## src/rtl/clock_gate_enable_ctrl.sv

```systemverilog
// Clock-gate enable controller: drives a domain gater EN from the ungated side.
// Detects sustained idleness, runs a quiesce req/ack handshake, and re-enables on wake.
//
// Ports:
//   i_clkin      free-running clock (ungated side of the gater)
//   i_rst        synchronous reset, active-high
//   i_active     domain has pending/in-flight work
//   i_wake       external wake request (level)
//   i_disable    force clock on; gating inhibited
//   i_qack       domain accepts quiesce (safe to stop clock)
//   o_en         gater EN; 1 = clock running
//   o_qreq       quiesce request to the domain
//   o_ready      domain clock running and settled
//   o_state      encoded FSM state (debug)
//   o_gated_cnt  saturating count of entries to GATED
module clock_gate_enable_ctrl #(
    parameter int IDLE_CYCLES   = 16,
    parameter int WAKE_CYCLES   = 2,
    parameter int MIN_ON_CYCLES = 8,
    parameter int TMR_W         = 8,
    parameter int CNT_W         = 16
) (
    input  logic             i_clkin,
    input  logic             i_rst,
    input  logic             i_active,
    input  logic             i_wake,
    input  logic             i_disable,
    input  logic             i_qack,
    output logic             o_en,
    output logic             o_qreq,
    output logic             o_ready,
    output logic [2:0]       o_state,
    output logic [CNT_W-1:0] o_gated_cnt
);

    typedef enum logic [2:0] {
        S_RUN     = 3'd0,
        S_IDLE    = 3'd1,
        S_QUIESCE = 3'd2,
        S_GATED   = 3'd3,
        S_WAKE    = 3'd4
    } state_t;

    localparam logic [TMR_W-1:0] L_MIN     = TMR_W'(MIN_ON_CYCLES);
    localparam logic [TMR_W-1:0] L_IDLE_M1 = TMR_W'(IDLE_CYCLES - 1);
    localparam logic [TMR_W-1:0] L_WAKE_M1 = TMR_W'(WAKE_CYCLES - 1);
    localparam logic [TMR_W-1:0] L_T_ONE   = TMR_W'(1);
    localparam logic [CNT_W-1:0] L_C_ONE   = CNT_W'(1);

    state_t             r_state;
    logic [TMR_W-1:0]   r_timer;
    logic               r_en;
    logic               r_qreq;
    logic               r_ready;
    logic [CNT_W-1:0]   r_gated_cnt;

    state_t             w_state_nxt;
    logic [TMR_W-1:0]   w_timer_nxt;
    logic               w_gate_ev;
    logic               w_wake_ev;
    logic               w_min_met;
    logic               w_en_nxt;
    logic               w_qreq_nxt;
    logic               w_ready_nxt;

    assign w_wake_ev = i_active | i_wake | i_disable;

    // The current RUN cycle completes the min-on window when timer+1 >= MIN.
    // Widened by one bit so MIN_ON_CYCLES=0 is always met.
    assign w_min_met = ({1'b0, r_timer} + (TMR_W + 1)'(1)) >= {1'b0, L_MIN};

    always_comb begin
        w_state_nxt = r_state;
        w_timer_nxt = r_timer;
        w_gate_ev   = 1'b0;
        case (r_state)
            S_RUN: begin
                if (w_min_met && !w_wake_ev && !i_qack) begin
                    w_state_nxt = S_IDLE;
                    w_timer_nxt = '0;
                end else if (r_timer < L_MIN) begin
                    w_timer_nxt = r_timer + L_T_ONE;
                end
            end
            S_IDLE: begin
                if (w_wake_ev) begin
                    // Return with min-on already satisfied.
                    w_state_nxt = S_RUN;
                    w_timer_nxt = L_MIN;
                end else if (r_timer == L_IDLE_M1) begin
                    // QREQ may only rise while QACK is low; otherwise wait here.
                    if (!i_qack) begin
                        w_state_nxt = S_QUIESCE;
                        w_timer_nxt = '0;
                    end
                end else begin
                    w_timer_nxt = r_timer + L_T_ONE;
                end
            end
            S_QUIESCE: begin
                if (w_wake_ev) begin
                    w_state_nxt = S_RUN;
                    w_timer_nxt = L_MIN;
                end else if (i_qack) begin
                    w_state_nxt = S_GATED;
                    w_gate_ev   = 1'b1;
                end
            end
            S_GATED: begin
                if (w_wake_ev) begin
                    w_state_nxt = S_WAKE;
                    w_timer_nxt = '0;
                end
            end
            S_WAKE: begin
                if (r_timer == L_WAKE_M1) begin
                    w_state_nxt = S_RUN;
                    w_timer_nxt = '0;
                end else begin
                    w_timer_nxt = r_timer + L_T_ONE;
                end
            end
            default: begin
                w_state_nxt = S_WAKE;
                w_timer_nxt = '0;
            end
        endcase

        w_en_nxt    = (w_state_nxt != S_GATED);
        w_qreq_nxt  = (w_state_nxt == S_QUIESCE) ||
                      (w_state_nxt == S_GATED);
        w_ready_nxt = (w_state_nxt == S_RUN) ||
                      (w_state_nxt == S_IDLE) ||
                      (w_state_nxt == S_QUIESCE);
    end

    always_ff @(posedge i_clkin) begin
        if (i_rst) begin
            r_state     <= S_WAKE;
            r_timer     <= '0;
            r_en        <= 1'b1;
            r_qreq      <= 1'b0;
            r_ready     <= 1'b0;
            r_gated_cnt <= '0;
        end else begin
            r_state <= w_state_nxt;
            r_timer <= w_timer_nxt;
            r_en    <= w_en_nxt;
            r_qreq  <= w_qreq_nxt;
            r_ready <= w_ready_nxt;
            if (w_gate_ev && (r_gated_cnt != {CNT_W{1'b1}})) begin
                r_gated_cnt <= r_gated_cnt + L_C_ONE;
            end
        end
    end

    assign o_en        = r_en;
    assign o_qreq      = r_qreq;
    assign o_ready     = r_ready;
    assign o_state     = r_state;
    assign o_gated_cnt = r_gated_cnt;

endmodule

```

## config.mk

```make
export PLATFORM = sky130hd
export DESIGN_NAME = clock_gate_enable_ctrl
export DESIGN_NICKNAME = d
export VERILOG_FILES = /design/src/rtl/clock_gate_enable_ctrl.sv
export SDC_FILE = /design/constraint.sdc
export NUM_CORES = 1
export LEC_CHECK = 0
export ABC_AREA = 1
export CAP_MARGIN = 5
export CORE_UTILIZATION = 54
export CTS_CLUSTER_DIAMETER = 50
export DETAILED_ROUTE_END_ITERATION = 10
export PLACE_DENSITY = 0.77
export SKIP_CTS_REPAIR_TIMING = 1
export SLEW_MARGIN = 0
export SYNTH_ARGS = -nofsm -noshare
export SYNTH_HDL_FRONTEND = slang
export SYNTH_SLANG_ARGS = --single-unit
```

## constraint.sdc

```tcl
create_clock -name i_clkin -period 2.08 [get_ports i_clkin]
set_clock_uncertainty 0.1 [all_clocks]
set_input_delay 0.208 -clock i_clkin [delete_from_list [all_inputs] [get_ports i_clkin]]
set_output_delay 0.208 -clock i_clkin [all_outputs]
set_load 0.1 [all_outputs]
```

==> flow_summary.yaml, run 1 <==
clock_network:
  clkSinkCount: 30
  clk_path_buf_depth: 2
  cts_buffers: 5
  tritoncts: "built"
  cts_root_buffer: "clkbuf_4"
  htree_levels: 2
  clock_latency_ps: 330
  path_clk_slew_ps: 100
timing:
  slew_headroom_pct: 66.5
  setup_viol: 0
  tightest_slew_ps: 501
  finalMaxSlewViolations: 0
  setup_ws_ps: 135
  max_freq_mhz: 514
  hold_viol: 0
  period_needed_ps: 1940
  fin_crit_sh_pct: 93.5
pwr:
  swShare_pct: 32.6
  ir_worst_vdd_uv: 534
  power_per_cell_area_nw_per_um2: 613
  clkPwrFrac_pct: 31.4
  p_sw_uw: 472
  seq_power_share_pct: 44.0
  p_leak_uw: 0.000965
  p_int_uw: 978
  share_comb_of_total_power_pct: 24.6
worst_hold_path:
  min_from: "o_gated_cnt[15]$_SDFFE_PP0P_"
  min_path_type: "register to register"
logic_synthesis:
  synth.distinct_cells: 33
  syn-cell-area_um2: 1840
  syn_avg_cell_area_um2: 6.64
  yosys_warnings: 0
  ys_ff_latch: 30
  synth.net_count: 286
  postSynthCellCount: 277
  ys_seq_area_share_pct: 32.7
place:
  pre_cts_ws_ps: -18.2
  hpwl_um: 3470
  portBuffers: 27
  finalWeightedCongestion: 0.894
  dp.cells: 360
worst_setup_path:
  path_class: "register to register"
  critPathCaptureType: "register"
  start_kind: "register"
  critPathArrivalTime_ps: 2060
  r2r-start: "r_timer[0]$_SDFFE_PP0P_"
  critPathRequiredTime_ps: 2200
  path_max_fanout: 9
  critPathLaunch: "r_timer[0]$_SDFFE_PP0P_"
route:
  drc: 0
  first_iter_violations: 140
  ant_nets: 0
  drt_pass1_iterations: 4
  wl_per_cell_um: 12.6
  vias_per_cell: 5.24
  vias: 1939
  drt-total-wl_um: 4660
cells_and_area:
  drive_gt1_share_pct: 29.8
  instances_no_fill: 370
  num-fill-cells: 262
  final_net_count: 334
  antenna_cells: 0
  area_delta_synth_final_pct: 28.6
floorplanning:
  die-area_um2: 3640
  start_util_pct: 58.3
  rows: 20
  die_height_um: 60.3
  io_pins: 28
  die_w_um: 60.3
  coreArea_um2: 3150
global_route:
  grt_use_total_pct: 28.4
  grt_pass1_vias: 1751
  antenna_found_initial: 0
  grt-ovfl-total: 0
  grt_pass1_wl_um: 7690
  grt_max_degree: 16
run:
  drv_cap: 0
status:
  status: "finished, final reports clean"
Yosys cell counts, drive strengths merged:
| cell type | n | area [µm²] |
|---|---|---|
| nor3b | 1 | 7.51 |
| a21boi | 1 | 7.51 |
| dfxtp | 30 | 601 |
| inv | 43 | 161 |
| xor2 | 3 | 26.3 |
| ha | 3 | 37.5 |
| buf | 2 | 12.5 |
| o21ai | 12 | 60.1 |
| nand4 | 8 | 50.1 |
| nand3 | 38 | 208 |
| nand2 | 62 | 255 |
| a21oi | 25 | 140 |
| o211ai | 3 | 22.5 |
| clkbuf | 3 | 11.3 |
| and3 | 1 | 6.26 |
| o2111ai | 1 | 8.76 |
| a211oi | 1 | 7.51 |
| nor3 | 11 | 65.1 |
| nor2 | 22 | 105 |
| a31oi | 3 | 18.8 |
| nor4 | 3 | 18.8 |
| nand3b | 1 | 7.51 |
area by class of cell:
| type | instances | area (µm²) | area share (%) |
|---|---|---|---|
| Clock inverter | 1 | 30.0 | 1.27 |
| Inverter | 43 | 161 | 6.83 |
| Timing Repair Buffer | 46 | 358 | 15.1 |
| Tap cell | 44 | 55.1 | 2.33 |
| Sequential cell | 30 | 629 | 26.6 |
| Clock buffer | 7 | 45.0 | 1.91 |
| Multi-Input combinational cell | 199 | 1080 | 45.9 |
metal layers:
metal | wire, µm | up-vias | global-route usage [%]
met5 | 0 | - | 0
met2 | 1980 | 54 | 42.1
met4 | 44 | 0 | 10.3
met1 | 2350 | 860 | 39.3
met3 | 277 | 5 | 8.10
li1 | - | 1020 | -
cells by family after synthesis:
kind of cell               synth area share [%]
DFF                                        32.7
buffers and inverters                      10.1
adders and majority gates                  2.04
AOI/OAI and AO/OA                          14.4
xor gates and xnor gates                   1.43
and+or+nand+nor                            39.3
placed cells by master (no fill, tap or decap), types with 2 or more instances in the layout:
cell type / netlist / layout
a31oi_1: 3 / 2
nor2_2: 6 / 6
dfxtp_2: 0 / 20
nand2_2: 3 / 5
xor2_1: 3 / 2
nand3_1: 36 / 35
inv_1: 39 / 39
nand4_1: 8 / 8
a21oi_1: 21 / 21
o211ai_1: 3 / 3
dfxtp_1: 30 / 9
clkbuf_4: 0 / 5
nor2_1: 15 / 15
nor3_2: 2 / 2
clkdlybuf4s50_1: 0 / 5
nor4_1: 3 / 3
a21oi_2: 4 / 4
ha_1: 3 / 3
nor3_1: 9 / 9
buf_4: 1 / 41
o21ai_0: 11 / 11
nand2_1: 57 / 55
nand3_2: 1 / 2
clkbuf_1: 3 / 2
inv_2: 4 / 4
power by group through the flow:
stage,registers (µW),clock network [µW],logic [µW]
after global placement,644,0,343
final,638,455,357
after floorplan,719,0,168
after detailed placement,646,0,348
after CTS,632,460,349
after global routing,642,487,397
flip-flops by register name, summed over array words and instances, names as in the netlist:
| name | cells |
|---|---|
| o_gated_cnt | 16 |
| r_timer | 8 |
| o_state | 3 |
| o_en | 1 |
| o_qreq | 1 |
| o_ready | 1 |
worst max-delay path: stages (launching register included):
cell and delay [ps]:
dfxtp_4 380, ha_1 180, nand2_2 90, nor2_4 120, inv_2 40, nand2_2 50
nand2_2 60, nor2_2 110, nand3_2 120, nand2_4 140, nand3_4 110, nand2_8 120
inv_2 80, nand2_1 80, a21oi_1 60
through the flow:
stage / util, % / instance area, µm² / TNS, ps / total power (µW) / hold slack, ps
3_3_place_gp: 70.9 / 2240 / 0 / 988 / 341
3_5_place_dp: 70.9 / 2240 / -29.6 / 994 / 350
5_1_grt: 75.0 / 2360 / -16.8 / 1530 / 396
4_1_cts: 73.3 / 2310 / 0 / 1440 / 366
2_1_floorplan: - / 1860 / 0 / 888 / 347
6_report: 75.0 / 2360 / 0 / 1450 / 362
path summary, 6_finish.rpt:
| kind | end | slack (ps) | cells after the start |
|---|---|---|---|
| max reg2reg | r_timer[1]$_SDFFE_PP0P_ | 140 | 14 |
| min reg2reg | o_gated_cnt[15]$_SDFFE_PP0P_ | 360 | 2 |
| max | r_timer[1]$_SDFFE_PP0P_ | 140 | 14 |
| min | o_gated_cnt[15]$_SDFFE_PP0P_ | 360 | 2 |
Power figures use the tool's default switching activity.
==> run 2, diff against run 1 <==
- HOLD_SLACK_MARGIN: unset -> 0.06
==> results of run 2 <==
No change in the layout: final DEF, timing and power equal those of run 1.
==> run 3, diff against run 2 <==
- CTS_CLUSTER_SIZE: unset -> 24
- SLEW_MARGIN: 0 -> 20
==> results of run 3 <==
No change in the layout: final DEF, timing and power equal those of run 1.
